==> src/rtl/avg_sequencer.sv <==
// Control FSM for the four-sample averaging datapath: load, history shift, sum into R0.
// Optional macro SAMPLE_CLEAR_EN: pulse clear in DONE when the sample counter reports 1000.
module avg_sequencer (
    input  logic       clk,
    input  logic       n_reset,
    input  logic       data_ready,
    input  logic       overflow,
    input  logic       one_k_samples,
    output logic       cnt_up,
    output logic       clear,
    output logic       modwait,
    output logic [2:0] op,
    output logic [3:0] src1,
    output logic [3:0] src2,
    output logic [3:0] dest,
    output logic       err
);

    localparam logic [3:0] S_IDLE  = 4'd0;
    localparam logic [3:0] S_STORE = 4'd1;
    localparam logic [3:0] S_SH1   = 4'd2;
    localparam logic [3:0] S_SH2   = 4'd3;
    localparam logic [3:0] S_SH3   = 4'd4;
    localparam logic [3:0] S_SH4   = 4'd5;
    localparam logic [3:0] S_ADD1  = 4'd6;
    localparam logic [3:0] S_ADD2  = 4'd7;
    localparam logic [3:0] S_ADD3  = 4'd8;
    localparam logic [3:0] S_DONE  = 4'd9;
    localparam logic [3:0] S_EIDLE = 4'd10;

    localparam logic [2:0] OP_NOP  = 3'd0;
    localparam logic [2:0] OP_COPY = 3'd1;
    localparam logic [2:0] OP_LOAD = 3'd2;
    localparam logic [2:0] OP_ADD  = 3'd3;

    logic [3:0] state_q;
    logic [3:0] state_d;

    // State register
    always_ff @(posedge clk or negedge n_reset) begin
        if (!n_reset) begin
            state_q <= S_IDLE;
        end else begin
            state_q <= state_d;
        end
    end

    // Next-state logic; overflow only matters during the ADD steps
    always_comb begin
        state_d = state_q;
        case (state_q)
            S_IDLE:  state_d = data_ready ? S_STORE : S_IDLE;
            S_STORE: state_d = data_ready ? S_SH1 : S_EIDLE;
            S_SH1:   state_d = S_SH2;
            S_SH2:   state_d = S_SH3;
            S_SH3:   state_d = S_SH4;
            S_SH4:   state_d = S_ADD1;
            S_ADD1:  state_d = overflow ? S_EIDLE : S_ADD2;
            S_ADD2:  state_d = overflow ? S_EIDLE : S_ADD3;
            S_ADD3:  state_d = overflow ? S_EIDLE : S_DONE;
            S_DONE:  state_d = S_IDLE;
            S_EIDLE: state_d = data_ready ? S_STORE : S_EIDLE;
            default: state_d = S_IDLE;
        endcase
    end

    // Output decode from the state register
    always_comb begin
        op      = OP_NOP;
        src1    = 4'd0;
        src2    = 4'd0;
        dest    = 4'd0;
        cnt_up  = 1'b0;
        modwait = 1'b1;
        err     = 1'b0;
        case (state_q)
            S_IDLE:  modwait = 1'b0;
            S_STORE: begin op = OP_LOAD; dest = 4'd5; end
            S_SH1:   begin op = OP_COPY; src1 = 4'd2; dest = 4'd1; end
            S_SH2:   begin op = OP_COPY; src1 = 4'd3; dest = 4'd2; end
            S_SH3:   begin op = OP_COPY; src1 = 4'd4; dest = 4'd3; end
            S_SH4:   begin op = OP_COPY; src1 = 4'd5; dest = 4'd4; cnt_up = 1'b1; end
            S_ADD1:  begin op = OP_ADD; src1 = 4'd1; src2 = 4'd2; dest = 4'd0; end
            S_ADD2:  begin op = OP_ADD; src1 = 4'd0; src2 = 4'd3; dest = 4'd0; end
            S_ADD3:  begin op = OP_ADD; src1 = 4'd0; src2 = 4'd4; dest = 4'd0; end
            S_DONE:  op = OP_NOP;
            S_EIDLE: begin modwait = 1'b0; err = 1'b1; end
            default: modwait = 1'b0;
        endcase
    end

`ifdef SAMPLE_CLEAR_EN
    // Counter wrap after the 1000th sample
    always_comb begin
        if (state_q == S_DONE) begin
            clear = one_k_samples;
        end else begin
            clear = 1'b0;
        end
    end
`else
    logic unused_one_k_s;
    assign unused_one_k_s = one_k_samples;
    assign clear          = 1'b0;
`endif

endmodule

==> config.mk <==
export PLATFORM = sky130hd
export DESIGN_NAME = avg_sequencer
export DESIGN_NICKNAME = d
export VERILOG_FILES = /design/src/rtl/avg_sequencer.sv
export SDC_FILE = /design/constraint.sdc
export NUM_CORES = 1
export LEC_CHECK = 0
export CAP_MARGIN = 0
export CORE_MARGIN = 4
export CORE_UTILIZATION = 35
export CTS_BUF_LIST = sky130_fd_sc_hd__clkbuf_16
export DETAILED_ROUTE_END_ITERATION = 16
export GPL_TIMING_DRIVEN = 0
export PLACE_DENSITY = 0.74
export SKIP_CTS_REPAIR_TIMING = 1
export SYNTH_ARGS = -nofsm -noshare
export SYNTH_HDL_FRONTEND = slang
export SYNTH_SLANG_ARGS = --single-unit
==> constraint.sdc <==
create_clock -name clk -period 1.4 [get_ports clk]
set_clock_uncertainty 0.15 [all_clocks]
set_input_delay 0.28 -clock clk [delete_from_list [all_inputs] [get_ports clk]]
set_output_delay 0.28 -clock clk [all_outputs]
set_load 0.01 [all_outputs]
== After elaboration in Yosys (flattened, before gate mapping) ==
Cells that the tools add are included.
Word-level totals
  flip-flop bits (word level): 4
  input bits: 5
  logic and storage cells: 29
  output and inout bits: 19
Cells by class
  multiplexer cells: 14
  eq/ne operators: 10
  reductions and logical operators: 4
Operators with widths (number)
  case mux 4 bit (10 select lines): 1
  case mux 3 bit (5 select lines): 2
  == test 4 x 3 -> 1 bit, second input constant: 4
  == test 4 bit, second input constant: 3
  two-way mux 4 bit: 3
  case mux 3 bit (3 select lines): 1
  OR reduction 9 bit: 1
  == test 4 x 2 -> 1 bit, second input constant: 2
  case mux 2 bit (3 select lines): 1
  == test 4 x 1 -> 1 bit, second input constant: 1
  zero test 4 bit: 1
  two-way mux 1 bit: 4
  two-way mux 2 bit: 2
  OR reduction 4 bit: 1
  OR reduction 3 bit: 1

== Logic depth before layout (Yosys ltp) ==
Gate-level depths: netlist of the first run.
  word-level depth: 3
  gate-level depth with buffers: 5

== Worst setup path before layout of the first run ==
OpenSTA, ideal clock, no wires.
  path kind: register to output
  from: register state_q[2]
  to: output port op[0]
  buffers on the path: 1
  cell stages (with the launch flop): 4
  data arrival time: 1.080 ns
  slack: -0.110 ns
  cell sequence: dfrtp_1 -> buf_6 -> or3_1 -> o22ai_1
Between the ends
  word-level cells in the longest chain between the ends: 3
  elaborated cells between the ends (all ways): 11
  those cells by class: eq/ne (8); mux (1); reduce/logical (2)
RTL lines
  start: declaration: RTL line 36  | logic [3:0] state_q;
  start signal: assignment: RTL line 44  | state_q <= state_d;
  == test 4 x 3 -> 1 bit (tied with other cells): RTL line 76  | case (state_q)
  OR reduction 4 bit (no line) or OR reduction 3 bit (tied branches)
  case mux 2 bit (3 select lines) (*): RTL line 76
  end: declaration: RTL line 12  | output logic [2:0] op,
Every way passes the cells marked *; elsewhere a longest branch is shown, timed or not.

== Worst setup path in the final report of the first run ==
  from: register state_q[2]
  to: output port modwait
Between the ends
  word-level cells in the longest chain between the ends: 3
  elaborated cells between the ends (all ways): 11
  those cells by class: eq/ne (9); mux (1); reduce/logical (1)
RTL lines
  == test 4 bit (tied with other cells): RTL line 76
  OR reduction 9 bit (no line) (*)
  two-way mux 1 bit (*): RTL line 76
  end: declaration: RTL line 11  | output logic modwait,
Marked as above.

==> results of run 1 <==
cell usage in the layout (no fill, tap or decap), types with 2 or more instances in the layout:
master,count
a21oi_1,3
a21oi_2,2
buf_2,9
buf_4,18
buf_6,10
clkbuf_16,4
clkbuf_4,2
clkdlybuf4s50_1,2
conb_1,5
dfrtp_1,3
nand2_1,4
nand2_2,3
nand3b_1,3
nor2_1,4
nor2_4,2
o21ai_0,2
o21ai_1,3
worst max-delay path, delay by kind of cell, from the launching register on:
family,cells,cell delay [ns]
buf+inv,4,0.53
flops,1,0.36
mux,1,0.17
simple gates,1,0.15
how the worst max path moves through the flow:
| stage | startpoint | endpoint | slack [ns] | depth (start not counted) |
|---|---|---|---|---|
| global route | state_q[2] | modwait | -0.51 | 6 |
| global placement | state_q[3] | op[0] | -0.62 | 5 |
| floorplan | state_q[3] | op[0] | -0.07 | 4 |
| CTS | state_q[3] | op[0] | -0.86 | 5 |
| detailed placement | state_q[3] | op[0] | -0.62 | 5 |
| finish | state_q[2] | modwait | -0.46 | 6 |
through the flow:
| step | area (um^2) | hold slack, ns | std cells |
|---|---|---|---|
| after floorplan | 559 | -0.166 | 71 |
| after global placement | 748 | 0.341 | 103 |
| after detailed placement | 748 | 0.350 | 103 |
| after CTS | 823 | 0.120 | 106 |
| after global routing | 1010 | 0.136 | 123 |
| final | 1010 | 0.115 | 123 |
routing by layer:
| metal | GRT usage (%) | vias to the layer above |
|---|---|---|
| met3 | 4.74 | 4 |
| met1 | 16.8 | 294 |
| li1 | - | 304 |
| met5 | 0 | - |
| met4 | 4.09 | 0 |
| met2 | 19.8 | 36 |
cell type report:
class	instances	area, um^2	share of cell area, %
timing repair buffer	34	284	28.0
inverter	2	10.0	0.986
clock buffer	3	75.1	7.40
buffer	12	121	12.0
multi-input combinational	53	404	39.8
sequential	4	101	9.99
tap	15	18.8	1.85
power by group through the flow:
| stage | clock (mW) | combinational [mW] | sequential, mW |
|---|---|---|---|
| global placement | 0 | 1.45 | 0.214 |
| detailed placement | 0 | 1.46 | 0.213 |
| finish | 0.440 | 1.88 | 0.219 |
| global route | 0.463 | 2.01 | 0.225 |
| CTS | 0.445 | 1.47 | 0.215 |
| floorplan | 0 | 0.954 | 0.206 |
kinds of logic after synthesis:
group / count (synthesis)
buffers and inverters: 14
and+or+nand+nor: 27
DFF: 4
AOI/OAI and AO/OA: 18
muxes: 1
other: 1
xor gates and xnor gates: 2
==> qor.yml, run 1 <==
setup_path:
  ff2ff_path_depth: 5
  timing.rr.end: "state_q[0]"
  critPathMaxStageDelay_ns: 0.36
  worstSetupPathType: "flop to output port"
  timing.rr.start: "state_q[3]"
  r2r_slack_ns: -0.14
  worstPathArrival_ns: 1.43
  worst-path-max-fanout: 7
  crit_chain: "buf_6 -> buf_8 -> nor2_4 -> buf_6 -> mux2i_2 -> buf_2"
  end_kind: "output port"
  crit_path_start_kind: "flop"
  cpMostUsedCell: "buf_6"
  crit_required_ns: 0.97
  cp_slowest_cell: "dfrtp_1"
sta:
  slew_viol_final: 0
  setup_ws_ns: -0.460
  setup_viol: 17
  hold_violations: 0
  post-route-min-period_ns: 1.86
  grt_setup_unrepaired: "true"
  fin_tns_setup_ns: -4.55
  max_freq_mhz: 538
  period_share_pct: 133
grt:
  grt_overflow: 0
  grt_max_degree: 11
  grt_usage_pct: 13.0
  antenna_found_initial: 0
  grt_pass1_vias: 492
  grt_pass1_wl_um: 1970
synthesis:
  synth_compound_area_share_pct: 22.6
  synth_common_cells: "nand2_1, nor2_1, buf_4, a21oi_1"
  yosysTopAreaCellShare_pct: 20.3
  ys_seq_area_share_pct: 20.3
  synth_top_flop_cell: "dfrtp_1"
  synth.cell_area_um2: 493
  yosysMostFrequentCell: "nand2_1"
  postSynth.asyncResetShare_pct: 100
  synth_cell_types: 32
  synth-edff-count: 0
  syn_area_per_cell_um2: 7.36
  synth.ff_latch_count: 4
  synth_simple_gate_area_share_pct: 28.9
  synth_warnings: 0
  synth_xor_area_share_pct: 5.08
  synthMuxAreaShare_pct: 2.03
  synthTopCellsByArea: "dfrtp_1, buf_4, buf_6"
  synth_top_family_by_area: "simple AND/OR/NAND/NOR gates"
  synth-adder-area-share_pct: 0
  yosys.area.top_type: "dfrtp_1"
  syn_inst: 67
pwr:
  powerDensity_nw_per_um2: 2500
  sw_frac_of_total_pct: 39.5
  peakVddDrop_mv: 1.82
  intPower_mw: 1.54
  p_total_mw: 2.54
  seq_power_share_pct: 8.6
  pwr-share-comb_pct: 74.1
  p_leak_nw: 0.496
  p_clk_share_pct: 17.3
  p_switching_mw: 1.00
final_layout:
  top_register: "state_q"
  drive_gt1_share_pct: 63.0
  final_nets: 115
  reg_top3: "state_q x4"
  syn_to_final_growth_pct: 106
  largest_reg_flops: 4
  finish.utilization_pct: 77.0
  diodes: 0
  fillCellCount: 90
clocking:
  htree_levels: 1
  cts_tree: "done"
  path_clk_slew_ns: 0.03
  cts-buffers-inserted: 3
  cts_sinks: 4
  cts.path.max_buffers: 2
  clk_latency_ns: 0.22
  root_buffer: "clkbuf_16"
floorplan:
  die_y_um: 45.5
  std_cell_rows: 13
  initial_core_util_pct: 37.4
  die_w_um: 45.5
  io_pins: 24
  die-area_um2: 2070
  core-area_um2: 1320
run_status:
  violations: "negative setup slack"
  run_status: "finished, violations left"
drt:
  vias_per_cell: 5.19
  wire_per_inst_um: 13.1
  drc_errors: 0
  highest_layer: "met4"
  wl_met2_um: 772
  wl_met1_um: 679
  wl_met3_um: 146
  dr.pass1.iters: 4
  drt-total-wl_um: 1620
  drt_iter0_drc: 26
  drt.antenna.violating_nets: 0
  vias: 638
placed_design:
  place_congestion: 0.713
  port-buffer-count: 17
  hpwl_um: 895
  pre_cts_ws_ns: -0.625
worst_hold_path:
  hold_path.class: "input port to asynchronous set/reset pin"
flow_run:
  maxCapViolations: 0
Power figures use the tool's default switching activity.
==> run 2: changes to the inputs <==
--- a/config.mk
+++ b/config.mk
@@ -6,12 +6,12 @@
 export NUM_CORES = 1
 export LEC_CHECK = 0
 export CAP_MARGIN = 0
-export CORE_MARGIN = 4
-export CORE_UTILIZATION = 35
+export CORE_AREA = 4 4 41 43
 export CTS_BUF_LIST = sky130_fd_sc_hd__clkbuf_16
 export DETAILED_ROUTE_END_ITERATION = 16
+export DIE_AREA = 0 0 45 47
+export DONT_BUFFER_PORTS = 1
 export GPL_TIMING_DRIVEN = 0
-export PLACE_DENSITY = 0.74
 export SKIP_CTS_REPAIR_TIMING = 1
 export SYNTH_ARGS = -nofsm -noshare
 export SYNTH_HDL_FRONTEND = slang
==> run 2 against run 1 <==
The run still ends with negative setup slack left; fmax rose by 7.9%; cell count fell by 17%; total power fell by 16%; critical path depth fell by 2; core utilization fell by 13 points; die area rose by 2.0%; clock power fell by 0.9%; worst setup slack improved by 0.14 ns; cell area fell by 18%.
==> qor.yml, run 2 (synthesis results as in run 1) <==
clocking:
  cts_sinks: 4
  cts.path.max_buffers: 2
  root_buffer: "clkbuf_16"
  path_clk_slew_ns: 0.03
  cts-buffers-inserted: 3
  cts_tree: "done"
  htree_levels: 1
  clk_latency_ns: 0.22
pwr:
  powerDensity_nw_per_um2: 2560
  peakVddDrop_mv: 1.41
  p_leak_nw: 0.374
final_layout:
  multi_input_area_um2: 393
  top_register: "state_q"
  drive_gt1_share_pct: 55.2
  fin_cells: 102
  largest_reg_flops: 4
  syn_to_final_growth_pct: 68.3
  finish.utilization_pct: 63.7
  final_common_cell: "buf_4"
  seqCellArea_um2: 101
  final_nets: 94
  finish.instance_area_um2: 830
  diodes: 0
  layout_common_cells: "buf_4, nand2_1, buf_6, conb_1"
  fillCellCount: 111
  reg_top3: "state_q x4"
setup_path:
  crit_path_start_kind: "flop"
  crit_path_start: "state_q[3]"
  worstSetupPathType: "flop to output port"
  cp_slowest_cell: "or3_4"
  worstPathArrival_ns: 1.29
  cp_num_buf_inv: 2
  end_kind: "output port"
  critPathMaxStageDelay_ns: 0.38
  worst-path-max-fanout: 6
  crit_chain: "buf_6 -> inv_4 -> or3_4 -> o22ai_4"
  crit_required_ns: 0.97
  cp_top_family: "simple AND/OR/NAND/NOR gates"
  timing.rr.start: "state_q[3]"
run_status:
  run_status: "finished, violations left"
  violations: "negative setup slack"
grt:
  grt_pass1_wl_um: 2040
  antenna_found_initial: 0
  grt_usage_pct: 13.5
  grt_max_degree: 11
  grt_overflow: 0
  grt_pass1_vias: 471
sta:
  post-route-min-period_ns: 1.72
  period_share_pct: 123
  grt_setup_unrepaired: "true"
  fin_tns_setup_ns: -3.53
  setup_ws_ns: -0.324
  hold_violations: 0
  slew_viol_final: 0
  setup_viol: 16
  max_freq_mhz: 580
floorplan:
  die_y_um: 47
  die-area_um2: 2120
  initial_core_util_pct: 37.9
  core-area_um2: 1300
  die_w_um: 45
  io_pins: 24
  std_cell_rows: 13
drt:
  drt-total-wl_um: 1470
  drc_errors: 0
  dr.pass1.iters: 4
  drt_iter0_drc: 5
  drt.antenna.violating_nets: 0
  wire_per_inst_um: 14.4
  vias: 534
  vias_per_cell: 5.24
placed_design:
  hpwl_um: 916
  placed_area_um2: 578
  dp.cells: 86
  pre_cts_ws_ns: -0.118
  place_congestion: 0.750
  port-buffer-count: 0
worst_hold_path:
  hp-start: "data_ready"
  hold_path.class: "input port to flop"
flow_run:
  maxCapViolations: 0
==> run 2: cell count changes in the layout (fill, tap and decap cells not counted), moves of 2 or more <==
cell / before / now
buf_4: 18 / 15
nand2_2: 3 / 0
nor2_2: 1 / 4
nor2_1: 4 / 1
nand2_1: 4 / 8
buf_6: 10 / 5
clkdlybuf4s50_1: 2 / 0
buf_2: 9 / 0
==> run 2: path summary, 6_finish.rpt <==
| kind | end | slack (ns) | depth (start not counted) |
|---|---|---|---|
| setup / recovery | op[0] | -0.32 | 4 |
| hold / removal | state_q[3] | 0.11 | 2 |
| setup reg to reg | state_q[0] | -0.12 | 6 |
| hold reg to reg | state_q[3] | 0.59 | 3 |
| max in group asynchronous | state_q[0] | 0.73 | 1 |
| min in group asynchronous | state_q[1] | 0.18 | 1 |
==> run 2: through the flow <==
step                hold slack (ns)  power [mW]
floorplan                    -0.166        1.16
global placement             -0.165        1.30
detailed placement           -0.165        1.31
CTS                          -0.397        1.76
global route                  0.118        2.27
finish                        0.112        2.12
==> run 2: worst reg2reg max path: stages, from the launching register on <==
cell,delay (ns)
dfrtp_1,0.36
buf_6,0.13
buf_6,0.11
buf_6,0.11
or3_4,0.33
a21oi_2,0.14
a211oi_2,0.06
==> run 2: where the power goes <==
group	switching (mW)	total [mW]	internal, mW	leakage, nW
clock network	0.0721	0.436	0.364	0.0370
registers	0.0528	0.225	0.172	0.0485
logic	0.771	1.46	0.690	0.288
==> run 2: layout make-up <==
class,instances,area share (%)
inverters,2,1.21
multi-input cells,53,47.4
clock buffers,3,9.05
well taps,15,2.26
repair buffers,13,15.1
plain buffers,12,12.8
flip-flops and latches,4,12.2
==> run 2: per-layer routing <==
metal	GRT usage (%)	share of wire, %	vias to the layer above
li1	-	-	264
met1	16.3	42	249
met2	18.9	48	19
met3	8.05	9.0	2
met4	7.02	0.82	0
met5	0	0	-
==> run 3: changes to the inputs <==
==> constraint.sdc (replaced) <==
create_clock -name clk -period 1.4 [get_ports clk]
set_clock_uncertainty 0.15 [all_clocks]
set_input_delay 0.28 -clock clk [delete_from_list [all_inputs] [get_ports clk]]
set_output_delay 0.28 -clock clk [all_outputs]
set_load 0.05 [all_outputs]
==> run 3 against run 2 <==
The flow still finishes with violations (negative setup slack); wire length shrank 2.4%; fmax fell by 10%; register-to-register slack better by 0.12 ns; first-iteration DRC count decreased by 20%; flip-flop and latch count stayed put; sequential share of layout area shrank 0.97 points; critical endpoint is now src1[1]; highest routed layer unchanged.
==> qor.yml, run 3 (synthesis results as in run 1) <==
drt:
  wl_met1_um: 563
  drt-total-wl_um: 1430
  wl_met2_um: 707
  vias_per_cell: 5.24
  highest_layer: "met4"
  wl_met3_um: 130
  drt_iter0_drc: 4
  drc_errors: 0
  drt.antenna.violating_nets: 0
  dr.pass1.iters: 4
  vias: 540
  wire_per_inst_um: 13.9
run_status:
  run_status: "finished, violations left"
  violations: "negative setup slack"
grt:
  antenna_found_initial: 0
  grt_overflow: 0
  grt_max_degree: 11
  grt_usage_pct: 13.4
  grt_pass1_vias: 398
  grt_pass1_wl_um: 1940
setup_path:
  worstPathArrival_ns: 1.49
  cp-endpoint: "src1[1]"
  ff2ff_path_depth: 7
  r2r_slack_ns: 0
  worstSetupPathType: "flop to output port"
  timing.rr.end: "state_q[0]"
  worst-path-max-fanout: 8
  crit_required_ns: 0.97
  crit_path_start_kind: "flop"
  end_kind: "output port"
  crit_path_start: "state_q[3]"
  timing.rr.start: "state_q[3]"
sta:
  tightestPinTransition_ns: 0.565
  post-route-min-period_ns: 1.92
  hold_slack_ns: 0.0949
  max_freq_mhz: 520
  hold_violations: 0
  setup_ws_ns: -0.523
  setup_viol: 14
  period_share_pct: 137
  relSlewSlack_pct: 62.3
  slew_viol_final: 0
  grt_setup_unrepaired: "true"
final_layout:
  drive_gt1_share_pct: 64.8
  syn_to_final_growth_pct: 85.0
  fin_cells: 103
  top_register: "state_q"
  finish.utilization_pct: 70.1
  multi_input_area_um2: 465
  diodes: 0
  layout_common_cells: "buf_4, nor2_4, conb_1"
  largest_reg_flops: 4
  reg_top3: "state_q x4"
  fillCellCount: 103
  final_common_cell: "buf_4"
  final_nets: 95
  seqCellArea_um2: 103
floorplan:
  die_w_um: 45
  core-area_um2: 1300
  die_y_um: 47
  initial_core_util_pct: 37.9
  std_cell_rows: 13
  io_pins: 24
  die-area_um2: 2120
placed_design:
  pre_cts_ws_ns: -0.325
  place_congestion: 0.777
  port-buffer-count: 0
  hpwl_um: 885
  dp.cells: 86
clocking:
  root_buffer: "clkbuf_16"
  cts_tree: "done"
  htree_levels: 1
  cts_sinks: 4
  clk_latency_ns: 0.23
  cts.path.max_buffers: 2
  cts-buffers-inserted: 3
  path_clk_slew_ns: 0.03
flow_run:
  maxCapViolations: 0
worst_hold_path:
  hold_path.class: "input port to flop"
## run 3: through the flow
stage | instance area (um^2) | setup TNS [ns]
2_1_floorplan | 648 | -1.64
3_3_place_gp | 667 | -2.26
3_5_place_dp | 667 | -2.32
4_1_cts | 742 | -5.63
5_1_grt | 912 | -6.44
6_report | 912 | -5.64
## run 3: per-layer routing
| layer | vias up | global-route usage [%] |
|---|---|---|
| met5 | - | 0 |
| met4 | 0 | 7.02 |
| met3 | 4 | 6.13 |
| met2 | 27 | 18.1 |
| met1 | 247 | 17.8 |
| li1 | 262 | - |
## run 3: final cells by class
| type | instances | area share, % |
|---|---|---|
| clock buffer | 3 | 8.23 |
| multi-input combinational | 53 | 51.0 |
| inverter | 2 | 1.10 |
| tap | 15 | 2.06 |
| sequential | 4 | 11.2 |
| timing repair buffer | 14 | 12.6 |
| buffer | 12 | 13.7 |
## run 3: worst max-delay path, cell delays in order (launching register included)
cell     delay (ns)
dfrtp_1        0.36
buf_6          0.14
buf_4          0.14
buf_12         0.13
nor3b_4        0.50
## run 3: how the worst min path moves through the flow
stage / endpoint / depth (start not counted) / slack (ns) / from
after floorplan: state_q[0] / 0 / -0.17 / n_reset
after global placement: state_q[3] / 0 / -0.17 / n_reset
after detailed placement: state_q[3] / 0 / -0.17 / n_reset
after CTS: state_q[3] / 0 / -0.40 / n_reset
after global routing: state_q[3] / 2 / 0.13 / data_ready
final: state_q[3] / 2 / 0.09 / data_ready
Power of run 3 is left out: the tool's default activity adds up to more than one toggle a clock period on the data nets, which glitch-free logic cannot reach.
